==> src/rtl/fir_tdm_packetizer.sv <==
// fir_tdm_packetizer: snapshots NUM_CH parallel samples and emits them as one
// Avalon-ST packet, one channel per beat, tagged {channel index, sample}.
//
// Ports:
//   CLOCK_50      clock, rising edge
//   reset         synchronous, active-high
//   sample_valid  one-cycle strobe qualifying channel_data
//   channel_data  flattened samples, channel k at [k*DATA_W +: DATA_W]
//   out_ready     sink ready (ready latency 0)
//   output_data   {channel index, sample}
//   output_valid  beat valid
//   sop / eop     first / last beat of a packet
//   busy          packet in flight or pending frame held
//   overrun       one-cycle pulse when a sample set is dropped
//   drop_count    saturating count of dropped sample sets
//
// Build option: define FIR_TDM_PENDING_EN to add a one-deep pending frame
// buffer; without it, a strobe mid-packet (other than on the eop-accept
// cycle) is dropped.
module fir_tdm_packetizer #(
    parameter int NUM_CH = 8,
    parameter int DATA_W = 16,
    localparam int CH_W = $clog2(NUM_CH)
) (
    input  logic                     CLOCK_50,
    input  logic                     reset,
    input  logic                     sample_valid,
    input  logic [NUM_CH*DATA_W-1:0] channel_data,
    input  logic                     out_ready,
    output logic [CH_W+DATA_W-1:0]   output_data,
    output logic                     output_valid,
    output logic                     sop,
    output logic                     eop,
    output logic                     busy,
    output logic                     overrun,
    output logic [15:0]              drop_count
);
    localparam logic [0:0] IDLE = 1'b0;
    localparam logic [0:0] SEND = 1'b1;

    logic [0:0]               state, n_state;
    logic [CH_W-1:0]          ch_idx, n_idx;
    logic [NUM_CH*DATA_W-1:0] active, n_active;
    logic                     eop_acc, drop;
`ifdef FIR_TDM_PENDING_EN
    logic [NUM_CH*DATA_W-1:0] pending, n_pending;
    logic                     pend_full, n_pend_full;
`endif

    // Next-state values feed the output registers directly, so every output
    // is registered yet reflects the beat for the coming cycle.
    always_comb begin
        eop_acc  = state == SEND && out_ready && eop;
        n_state  = state;
        n_idx    = ch_idx;
        n_active = active;
        drop     = 1'b0;
`ifdef FIR_TDM_PENDING_EN
        n_pending   = pending;
        n_pend_full = pend_full;
`endif
        if (state == IDLE) begin
            if (sample_valid) begin
                n_state  = SEND;
                n_idx    = '0;
                n_active = channel_data;
            end
        end else if (eop_acc) begin
            n_idx = '0;
`ifdef FIR_TDM_PENDING_EN
            if (pend_full) begin
                n_active    = pending;
                n_pend_full = sample_valid;
                n_pending   = sample_valid ? channel_data : pending;
            end else if (sample_valid) begin
                n_active = channel_data;
            end else begin
                n_state = IDLE;
            end
`else
            if (sample_valid) n_active = channel_data;
            else n_state = IDLE;
`endif
        end else begin
            if (out_ready) n_idx = ch_idx + CH_W'(1);
`ifdef FIR_TDM_PENDING_EN
            if (sample_valid && !pend_full) begin
                n_pending   = channel_data;
                n_pend_full = 1'b1;
            end else begin
                drop = sample_valid;
            end
`else
            drop = sample_valid;
`endif
        end
    end

    always_ff @(posedge CLOCK_50) begin
        if (reset) begin
            state        <= IDLE;
            ch_idx       <= '0;
            active       <= '0;
            output_valid <= 1'b0;
            sop          <= 1'b0;
            eop          <= 1'b0;
            output_data  <= '0;
            busy         <= 1'b0;
            overrun      <= 1'b0;
            drop_count   <= '0;
`ifdef FIR_TDM_PENDING_EN
            pending      <= '0;
            pend_full    <= 1'b0;
`endif
        end else begin
            state        <= n_state;
            ch_idx       <= n_idx;
            active       <= n_active;
            output_valid <= n_state == SEND;
            sop          <= n_state == SEND && n_idx == '0;
            eop          <= n_state == SEND && n_idx == CH_W'(NUM_CH - 1);
            output_data  <= n_state == SEND ? {n_idx, n_active[n_idx*DATA_W +: DATA_W]} : '0;
            overrun      <= drop;
            if (drop && drop_count != 16'hFFFF) drop_count <= drop_count + 16'd1;
`ifdef FIR_TDM_PENDING_EN
            pending      <= n_pending;
            pend_full    <= n_pend_full;
            busy         <= n_state == SEND || n_pend_full;
`else
            busy         <= n_state == SEND;
`endif
        end
    end
endmodule

==> config.mk <==
export PLATFORM = sky130hd
export DESIGN_NAME = fir_tdm_packetizer
export DESIGN_NICKNAME = d
export VERILOG_FILES = /design/src/rtl/fir_tdm_packetizer.sv
export SDC_FILE = /design/constraint.sdc
export NUM_CORES = 1
export LEC_CHECK = 0
export CAP_MARGIN = 5
export CORE_MARGIN = 5
export CORE_UTILIZATION = 45
export CTS_CLUSTER_SIZE = 40
export DETAILED_ROUTE_END_ITERATION = 6
export PLACE_DENSITY = 0.73
export REMOVE_ABC_BUFFERS = 1
export SLEW_MARGIN = 20
export SYNTH_ARGS = -nofsm -noshare
export SYNTH_HDL_FRONTEND = slang
export SYNTH_SLANG_ARGS = --single-unit
==> constraint.sdc <==
create_clock -name CLOCK_50 -period 2.32 [get_ports CLOCK_50]
set_input_delay 0.464 -clock CLOCK_50 [delete_from_list [all_inputs] [get_ports CLOCK_50]]
set_output_delay 0.464 -clock CLOCK_50 [all_outputs]
set_load 0.02 [all_outputs]
==> results of run 1 <==
## power groups by stage
stage | sequential [mW] | clock [mW] | combinational (mW)
final | 3.15 | 2.84 | 1.02
after global routing | 3.16 | 3.00 | 1.12
after CTS | 3.15 | 2.89 | 1.02
after detailed placement | 3.21 | 0 | 1.02
after global placement | 3.21 | 0 | 1.01
after floorplan | 3.22 | 0 | 0.409
## flip-flops by register name (all words and copies together) (netlist names)
register / cells
state: 1
ch_idx: 3
sop: 1
eop: 1
drop_count: 16
overrun: 1
active: 128
output_data: 19
## kinds of logic (layout without fill, tap and decap cells)
kind of cell,count (synthesis),count (layout),share of synthesized area [%]
DFF,170,170,46.1
xor gates and xnor gates,12,12,1.42
and+or+nand+nor,434,434,25.5
buffers and inverters,83,294,4.78
adders and majority gates,2,2,0.339
AOI/OAI and AO/OA,247,247,21.1
muxes,6,6,0.847
## cell usage in the layout (no fill, tap or decap), drive strengths merged, types with 3 or more instances in the layout
cell type and n:
a21oi 126, nor3 19, dfxtp 170, clkdlybuf4s50 170, nor2 43, nand2 286
nand4 22, a31o 29, and4 3, o21ai 22, nor2b 4, nand2b 3
a22o 13, nor4 5, mux2i 4, o21a 16, a311o 3, clkinv 3
buf 85, inv 17, o2111ai 3, clkbuf 18, or3 15, xnor2 11
o211ai 14, a21boi 4, a211o 4, a211oi 6, nand3 24
## final cells by class
cell class                      count  area, sq um  share of cell area, %
Clock buffer                       18          439                   4.18
Clock inverter                     14          148                   1.41
Inverter                            7         26.3                  0.250
Multi-Input combinational cell    701         3680                   35.1
Sequential cell                   170         3400                   32.4
Tap cell                          216          270                   2.57
Timing Repair Buffer              255         2530                   24.1
## per-layer routing
metal / track usage (%) / vias up / share of wire [%]
met2: 37.3 / 213 / 48
li1: - / 3687 / -
met4: 6.86 / 0 / 1.2
met1: 29.0 / 3462 / 46
met5: 0 / - / 0
met3: 4.38 / 22 / 5.6
## stage by stage
step                      setup WS, ps  instance area (sq um)  power [mW]
after global placement            -191                   9910        4.22
after floorplan                  -4360                   7060        3.62
after detailed placement          -208                   9910        4.23
after global routing              8.62                  10500        7.28
after CTS                         82.0                  10500        7.06
final                             87.9                  10500        7.01
## worst register-to-register path: stages, from the launching register on
cell and delay [ps]:
dfxtp_1 630, nor3b_1 140, or3_2 570, buf_12 200, a22o_1 220, o211ai_1 150, nand4_1 110
## worst max-delay path by stage
stage | cells after the start | endpoint | slack [ps] | startpoint
final | 1 | output_valid | 90 | state$_SDFF_PP0_
after floorplan | 5 | output_data[1]$_SDFF_PP0_ | -4360 | state$_SDFF_PP0_
after CTS | 1 | output_valid | 80 | state$_SDFF_PP0_
after global routing | 7 | output_data[9]$_SDFF_PP0_ | 9 | state$_SDFF_PP0_
after global placement | 8 | output_data[4]$_SDFF_PP0_ | -190 | out_ready
after detailed placement | 8 | output_data[1]$_SDFF_PP0_ | -210 | out_ready
==> impl_metrics.env, run 1 <==
export IMPL_min_period_over_period_pct=96.2
export IMPL_die_w_um=138
export IMPL_yosysWarnings=0
export IMPL_avgSynthCellArea_sq_um=7.74
export IMPL_drtPass1Iterations=5
export IMPL_maxSlewHeadroom_pct=65.1
export IMPL_seq_power_share_pct=44.9
export IMPL_drt_initial_drc_count=513
export IMPL_vias_per_cell=5.35
export IMPL_std_cell_rows=46
export IMPL_r2r_start="state$_SDFF_PP0_"
export IMPL_slowest_stage="clkdlybuf4s50_1"
export IMPL_cts_setup_buffers=0
export IMPL_holdPathStages=2
export IMPL_tns_ps=0
export IMPL_internal_power_mw=5.15
export IMPL_critical_path_top_delay_family="buffers and inverters"
export IMPL_grtUsageTotal_pct=22.2
export IMPL_max_vdd_ir_drop_mv=0.629
export IMPL_finalNetCount=1286
export IMPL_hold_path_endpoint="ch_idx[1]$_SDFF_PP0_"
export IMPL_cts_root_buf="clkbuf_16"
export IMPL_rsz0062_at_grt="false"
export IMPL_fin_worst_skew_ps=8.16
export IMPL_r2r_cells=6
export IMPL_fillers=1447
export IMPL_numCtsBuffers=17
export IMPL_antenna_found_initial=0
export IMPL_vias=7384
export IMPL_ctsResizeCount=0
export IMPL_max_slew_worst_pin_slew_ps=524
export IMPL_path_class="flop to primary output"
export IMPL_ys_seq_elements=170
export IMPL_hp_start="reset"
export IMPL_syn_area_sq_mm=0.00739
export IMPL_drive_gt1_share_pct=13.0
export IMPL_io_pins=172
export IMPL_antennaDiodeCount=0
export IMPL_fin_util_pct=65.6
export IMPL_dp_cells=1349
export IMPL_end_kind="primary output"
export IMPL_seq_area_frac_synth_pct=46.1
export IMPL_switching_power_mw=1.86
export IMPL_portBuffers=171
export IMPL_synthTopCellsByCount="286 x nand2_1, 170 x dfxtp_1, 126 x a21oi_1, 49 x clkbuf_1, 43 x nor2_1"
export IMPL_crit_path_start_kind="flop"
export IMPL_htreeDepth=4
export IMPL_async_flop_share_pct=0
export IMPL_cts_tree="built"
export IMPL_critical_path_max_stage_delay_ps=710
export IMPL_synth_edf_count=0
export IMPL_drt_total_wl_um=21500
export IMPL_leakage_nw=3.87
export IMPL_cap_violations=0
export IMPL_ant_nets=0
export IMPL_synth_top_area_cell="dfxtp_1"
export IMPL_syn_to_final_growth_pct=42.1
export IMPL_clkSlewWorstSetupHoldPaths_ps=70
export IMPL_hold_viol_final=0
export IMPL_cts_sinks=170
export IMPL_pwr_share_clk_pct=40.6
export IMPL_die_area_sq_mm=0.0191
export IMPL_ys_flop_type="dfxtp_1"
export IMPL_dpl_hpwl_um=15300
export IMPL_r2r_slack_ps=170
export IMPL_fmax_mhz=448
export IMPL_cp_required_ps=1860
export IMPL_yosysMostFrequentCell="nand2_1"
export IMPL_yosysTopAreaCellShare_pct=46.1
export IMPL_status="completed"
export IMPL_grt_pass1_vias=7262
export IMPL_crit_fanout=15
export IMPL_grt_max_degree=120
export IMPL_cellPowerDensity_mw_per_mm2=668
export IMPL_insertion_delay_ps=430
export IMPL_finalMaxSlewViolations=0
export IMPL_ctsHoldBuffers=0
export IMPL_path_cells="clkdlybuf4s50_1"
export IMPL_stdcell_count=1381
export IMPL_grt_overflow_total=0
export IMPL_combPwrFrac_pct=14.6
export IMPL_core_area_sq_mm=0.0160
export IMPL_holdWs_ps=434
export IMPL_ys_types=49
export IMPL_cp_arrival_ps=1770
export IMPL_hold_path_class="input pin to flop"
export IMPL_r2r_end="output_data[12]$_SDFF_PP0_"
export IMPL_drc_errors=0
export IMPL_die_y_um=138
export IMPL_timing_final_crit_period_ps=2230
export IMPL_setup_violations=0
export IMPL_start_util_pct=46.2
export IMPL_synth_area_top_cells="dfxtp_1 46%, nand2_1 15%, a21oi_1 8.5%"
export IMPL_routabilityCongestion=0.854
export IMPL_worst_path_buf_inv=1
export IMPL_switching_share_pct=26.6
export IMPL_syn_inst=954
export IMPL_clk_path_buf_depth=2
export IMPL_wire_per_inst_um=15.5
export IMPL_grt_first_pass_wirelength_um=35600
(Power assumes the default switching activity.)
==> run 2: changes to the inputs <==
--- a/config.mk
+++ b/config.mk
@@ -11,6 +11,7 @@
 export CTS_CLUSTER_SIZE = 40
 export DETAILED_ROUTE_END_ITERATION = 6
 export PLACE_DENSITY = 0.73
+export RECOVER_POWER = 100
 export REMOVE_ABC_BUFFERS = 1
 export SLEW_MARGIN = 20
 export SYNTH_ARGS = -nofsm -noshare
==> impl_metrics.env, run 2 (synthesis results as in run 1) <==
export IMPL_cellPowerDensity_mw_per_mm2=669
export IMPL_drive_gt1_share_pct=11.9
export IMPL_cts_setup_buffers=0
export IMPL_end_kind="primary output"
export IMPL_crit_path_start_kind="flop"
export IMPL_fin_worst_skew_ps=8.05
export IMPL_ant_nets=0
export IMPL_wire_per_inst_um=15.5
export IMPL_finalMaxSlewViolations=0
export IMPL_grtUsageTotal_pct=22.2
export IMPL_top_register="active"
export IMPL_io_pins=172
export IMPL_ctsResizeCount=0
export IMPL_vias_per_cell=5.36
export IMPL_grt_pass1_vias=7262
export IMPL_drt_total_wl_um=21400
export IMPL_die_w_um=138
export IMPL_setup_violations=0
export IMPL_grt_overflow_total=0
export IMPL_std_cell_rows=46
export IMPL_drtPass1Iterations=6
export IMPL_ctsHoldBuffers=0
export IMPL_min_period_over_period_pct=96.2
export IMPL_maxSlewHeadroom_pct=64.2
export IMPL_start_util_pct=46.2
export IMPL_crit_fanout=15
export IMPL_finalNetCount=1286
export IMPL_die_area_sq_mm=0.0191
export IMPL_max_vdd_ir_drop_mv=0.626
export IMPL_die_y_um=138
export IMPL_placed_area_sq_mm=0.00991
export IMPL_hp_start="reset"
export IMPL_slowest_stage="clkdlybuf4s50_1"
export IMPL_numCtsBuffers=17
export IMPL_layout_common_cells="286 x nand2_1, 170 x dfxtp_1, 131 x clkdlybuf4s50_1, 126 x a21oi_1, 55 x buf_4"
export IMPL_hold_viol_final=0
export IMPL_drt_initial_drc_count=529
export IMPL_htreeDepth=4
export IMPL_cp_arrival_ps=1770
export IMPL_critical_path_top_delay_family="buffers and inverters"
export IMPL_status="completed"
export IMPL_vias=7404
export IMPL_insertion_delay_ps=430
export IMPL_antennaDiodeCount=0
export IMPL_cp_required_ps=1860
export IMPL_hold_path_class="input pin to flop"
export IMPL_cp_startpoint="state$_SDFF_PP0_"
export IMPL_r2r_start="state$_SDFF_PP0_"
export IMPL_path_cells="clkdlybuf4s50_1"
export IMPL_timing_final_crit_period_ps=2230
export IMPL_cts_tree="built"
export IMPL_cts_sinks=170
export IMPL_cap_violations=0
export IMPL_portBuffers=171
export IMPL_clk_path_buf_depth=2
export IMPL_worst_path_buf_inv=1
export IMPL_fillers=1468
export IMPL_largest_reg_flops=128
export IMPL_antenna_found_initial=0
export IMPL_final_common_cell="nand2_1"
export IMPL_clkSlewWorstSetupHoldPaths_ps=70
export IMPL_power_mw=6.98
export IMPL_design_area_sq_mm=0.0104
export IMPL_rsz0062_at_grt="false"
export IMPL_fin_util_pct=65.2
export IMPL_path_class="flop to primary output"
export IMPL_grt_max_degree=120
export IMPL_syn_to_final_growth_pct=41.2
export IMPL_grt_first_pass_wirelength_um=35600
export IMPL_drc_errors=0
export IMPL_leakage_nw=3.95
export IMPL_holdWs_ps=433
export IMPL_fmax_mhz=448
export IMPL_dpl_hpwl_um=15300
export IMPL_top_regs="active x128, output_data x19, drop_count x16"
export IMPL_core_area_sq_mm=0.0160
export IMPL_routabilityCongestion=0.854
export IMPL_max_slew_worst_pin_slew_ps=537
export IMPL_cts_root_buf="clkbuf_16"
export IMPL_critical_path_max_stage_delay_ps=710
run 2: cell count changes in the layout (fill, tap and decap cells not counted), moves of 2 or more:
cell | before | now
dlygate4sd3_1 | 0 | 39
clkbuf_4 | 0 | 3
clkdlybuf4s50_1 | 170 | 131
buf_4 | 70 | 55
clkbuf_1 | 0 | 10
clkbuf_2 | 0 | 2
run 2: worst register-to-register path: stages, from the launching register on:
cell      delay, ps
dfxtp_1         630
nor3b_1         140
or3_2           560
buf_6           220
a22o_1          240
o211ai_1        150
nand4_1         110
run 2: routing by layer:
| layer | vias up | global-route usage [%] | part of all wire (%) |
|---|---|---|---|
| met5 | - | 0 | 0 |
| met4 | 0 | 6.86 | 1.2 |
| met3 | 22 | 4.38 | 6.5 |
| met2 | 246 | 37.3 | 48 |
| met1 | 3444 | 29.0 | 44 |
| li1 | 3692 | - | - |
run 2: layout make-up:
type / count / area, sq um / area share [%]
multi-input combinational: 701 / 3670 / 35.2
sequential: 170 / 3400 / 32.6
timing repair buffer: 255 / 2480 / 23.7
clock buffer: 18 / 439 / 4.21
tap: 216 / 270 / 2.59
clock inverter: 14 / 148 / 1.42
inverter: 7 / 26.3 / 0.252
run 2: worst paths after layout:
kind	slack (ps)	to	depth (start not counted)
setup / recovery	90	output_valid	1
hold / removal	430	ch_idx[1]$_SDFF_PP0_	2
setup reg to reg	140	output_data[12]$_SDFF_PP0_	6
hold reg to reg	450	active[55]$_SDFF_PP0_	2
run 2: metrics by stage:
step | TNS, ps | setup slack [ps] | std cells
after floorplan | -539390 | -4360 | 878
after global placement | -2460 | -191 | 1349
after detailed placement | -3180 | -208 | 1349
after CTS | 0 | 82.0 | 1381
after global routing | 0 | 4.83 | 1381
final | 0 | 87.7 | 1381
run 2: where the power goes:
part           total (mW)  internal (mW)  switching (mW)  leakage (nW)
registers            3.14           3.07          0.0781          1.39
clock network        2.84           1.56            1.28         0.293
logic               0.997          0.505           0.492          2.26
==> run 3: changes to the inputs <==
--- a/config.mk
+++ b/config.mk
@@ -10,10 +10,10 @@
 export CORE_UTILIZATION = 45
 export CTS_CLUSTER_SIZE = 40
 export DETAILED_ROUTE_END_ITERATION = 6
-export PLACE_DENSITY = 0.73
+export PLACE_DENSITY = 0.74
 export RECOVER_POWER = 100
 export REMOVE_ABC_BUFFERS = 1
-export SLEW_MARGIN = 20
+export SLEW_MARGIN = 0
 export SYNTH_ARGS = -nofsm -noshare
 export SYNTH_HDL_FRONTEND = slang
 export SYNTH_SLANG_ARGS = --single-unit
==> impl_metrics.env, run 3 (synthesis results as in run 1) <==
export IMPL_r2r_start="state$_SDFF_PP0_"
export IMPL_hold_path_class="input pin to flop"
export IMPL_insertion_delay_ps=430
export IMPL_critical_path_max_stage_delay_ps=700
export IMPL_std_cell_rows=46
export IMPL_dp_cells=1351
export IMPL_multi_input_area_sq_mm=0.00367
export IMPL_grt_pass1_vias=7100
export IMPL_leakage_nw=3.96
export IMPL_r2r_slack_ps=170
export IMPL_fin_util_pct=65.3
export IMPL_htreeDepth=4
export IMPL_layout_common_cells="286 x nand2_1, 170 x dfxtp_1, 130 x clkdlybuf4s50_1, 126 x a21oi_1, 45 x buf_4"
export IMPL_fillers=1432
export IMPL_min_period_over_period_pct=95.2
export IMPL_vias=7504
export IMPL_stdcell_count=1382
export IMPL_switching_power_mw=1.74
export IMPL_crit_path_start_kind="flop"
export IMPL_start_util_pct=46.2
export IMPL_setup_violations=0
export IMPL_ctsResizeCount=0
export IMPL_switching_share_pct=24.4
export IMPL_drtPass1Iterations=5
export IMPL_drc_errors=0
export IMPL_seq_power_share_pct=44.2
export IMPL_pwr_share_clk_pct=41.9
export IMPL_fin_worst_skew_ps=8.32
export IMPL_cellPowerDensity_mw_per_mm2=683
export IMPL_cts_setup_buffers=0
export IMPL_wire_per_inst_um=15.8
export IMPL_maxSlewHeadroom_pct=56.8
export IMPL_worst_path_stages=1
export IMPL_antenna_found_initial=0
export IMPL_cp_arrival_ps=1740
export IMPL_grt_first_pass_wirelength_um=35400
export IMPL_drive_gt1_share_pct=11.8
export IMPL_final_common_cell="nand2_1"
export IMPL_status="completed"
export IMPL_finalMaxSlewViolations=0
export IMPL_hold_viol_final=0
export IMPL_cts_sinks=170
export IMPL_syn_to_final_growth_pct=41.4
export IMPL_cts_tree="built"
export IMPL_die_w_um=138
export IMPL_ant_nets=0
export IMPL_vias_per_cell=5.43
export IMPL_internal_power_mw=5.39
export IMPL_cp_required_ps=1860
export IMPL_path_cells="clkdlybuf4s50_1"
export IMPL_clkSlewWorstSetupHoldPaths_ps=70
export IMPL_worst_path_buf_inv=1
export IMPL_die_area_sq_mm=0.0191
export IMPL_r2r_end="output_data[5]$_SDFF_PP0_"
export IMPL_crit_fanout=15
export IMPL_antennaDiodeCount=0
export IMPL_portBuffers=171
export IMPL_io_pins=172
export IMPL_finalNetCount=1288
export IMPL_top_regs="active x128, output_data x19, drop_count x16"
export IMPL_fin_ws_ps=112
export IMPL_rsz0062_at_grt="false"
export IMPL_clk_path_buf_depth=2
export IMPL_cts_root_buf="clkbuf_16"
export IMPL_critical_path_top_delay_family="buffers and inverters"
export IMPL_largest_reg_flops=128
export IMPL_grt_overflow_total=0
export IMPL_dpl_hpwl_um=15600
export IMPL_ctsHoldBuffers=0
export IMPL_path_class="flop to primary output"
export IMPL_drt_total_wl_um=21900
export IMPL_post_place_ws_ps=-213
export IMPL_seq_area_sq_mm=0.00340
export IMPL_end_kind="primary output"
export IMPL_grt_max_degree=138
export IMPL_grtUsageTotal_pct=22.2
export IMPL_drt_initial_drc_count=565
export IMPL_fmax_mhz=453
export IMPL_critPathCapture="output_valid"
export IMPL_die_y_um=138
export IMPL_cp_startpoint="state$_SDFF_PP0_"
export IMPL_timing_final_crit_period_ps=2210
export IMPL_combPwrFrac_pct=14.0
export IMPL_r2r_cells=6
export IMPL_slowest_stage="clkdlybuf4s50_1"
export IMPL_max_slew_worst_pin_slew_ps=648
export IMPL_routabilityCongestion=0.850
export IMPL_core_area_sq_mm=0.0160
export IMPL_top_register="active"
export IMPL_cap_violations=0
export IMPL_numCtsBuffers=17
export IMPL_max_vdd_ir_drop_mv=0.518
## run 3: changes by cell type in the layout (fill, tap and decap cells not counted), moves of 2 or more
cell and change:
clkbuf_4 +5, clkinv_2 +2, clkbuf_2 +8, buf_4 -10, inv_6 -6, buf_2 +2
bufinv_16 +3, inv_8 -3
## run 3: how the worst min path moves through the flow
stage | start | to | slack (ps) | cells past startpoint
5_1_grt | reset | ch_idx[1]$_SDFF_PP0_ | 360 | 2
2_1_floorplan | active[65]$_SDFF_PP0_ | active[65]$_SDFF_PP0_ | 430 | 2
3_5_place_dp | active[5]$_SDFF_PP0_ | active[5]$_SDFF_PP0_ | 450 | 2
4_1_cts | reset | ch_idx[1]$_SDFF_PP0_ | 350 | 2
6_report | reset | ch_idx[1]$_SDFF_PP0_ | 360 | 2
3_3_place_gp | active[68]$_SDFF_PP0_ | active[68]$_SDFF_PP0_ | 440 | 2
## run 3: layout make-up
type,count,share of cell area [%]
Sequential cell,170,32.6
Clock buffer,20,4.28
Multi-Input combinational cell,701,35.2
Clock inverter,11,1.63
Tap cell,216,2.59
Timing Repair Buffer,257,23.5
Inverter,7,0.252
## run 3: power by group through the flow
stage | combinational (mW) | sequential [mW] | clock (mW)
6_report | 0.996 | 3.15 | 2.98
2_1_floorplan | 0.409 | 3.22 | 0
3_3_place_gp | 1.00 | 3.21 | 0
3_5_place_dp | 1.01 | 3.21 | 0
4_1_cts | 1.02 | 3.15 | 3.02
5_1_grt | 1.09 | 3.16 | 3.13
## run 3: layer usage
metal | wire (um) | vias up | track usage (%) | part of all wire, %
met5 | 0 | - | 0 | 0
met4 | 253 | 0 | 5.67 | 1.2
met3 | 1400 | 21 | 4.34 | 6.4
met2 | 10400 | 252 | 36.8 | 48
met1 | 9830 | 3542 | 29.8 | 45
li1 | - | 3689 | - | -
## run 3: metrics by stage
stage	hold slack (ps)	setup TNS, ps	total power [mW]	instance area, sq um
floorplan	426	-539390	3.62	7060
global placement	440	-2570	4.21	9900
detailed placement	447	-3380	4.23	9900
CTS	345	0	7.19	10500
global route	365	0	7.38	10400
finish	356	0	7.13	10400
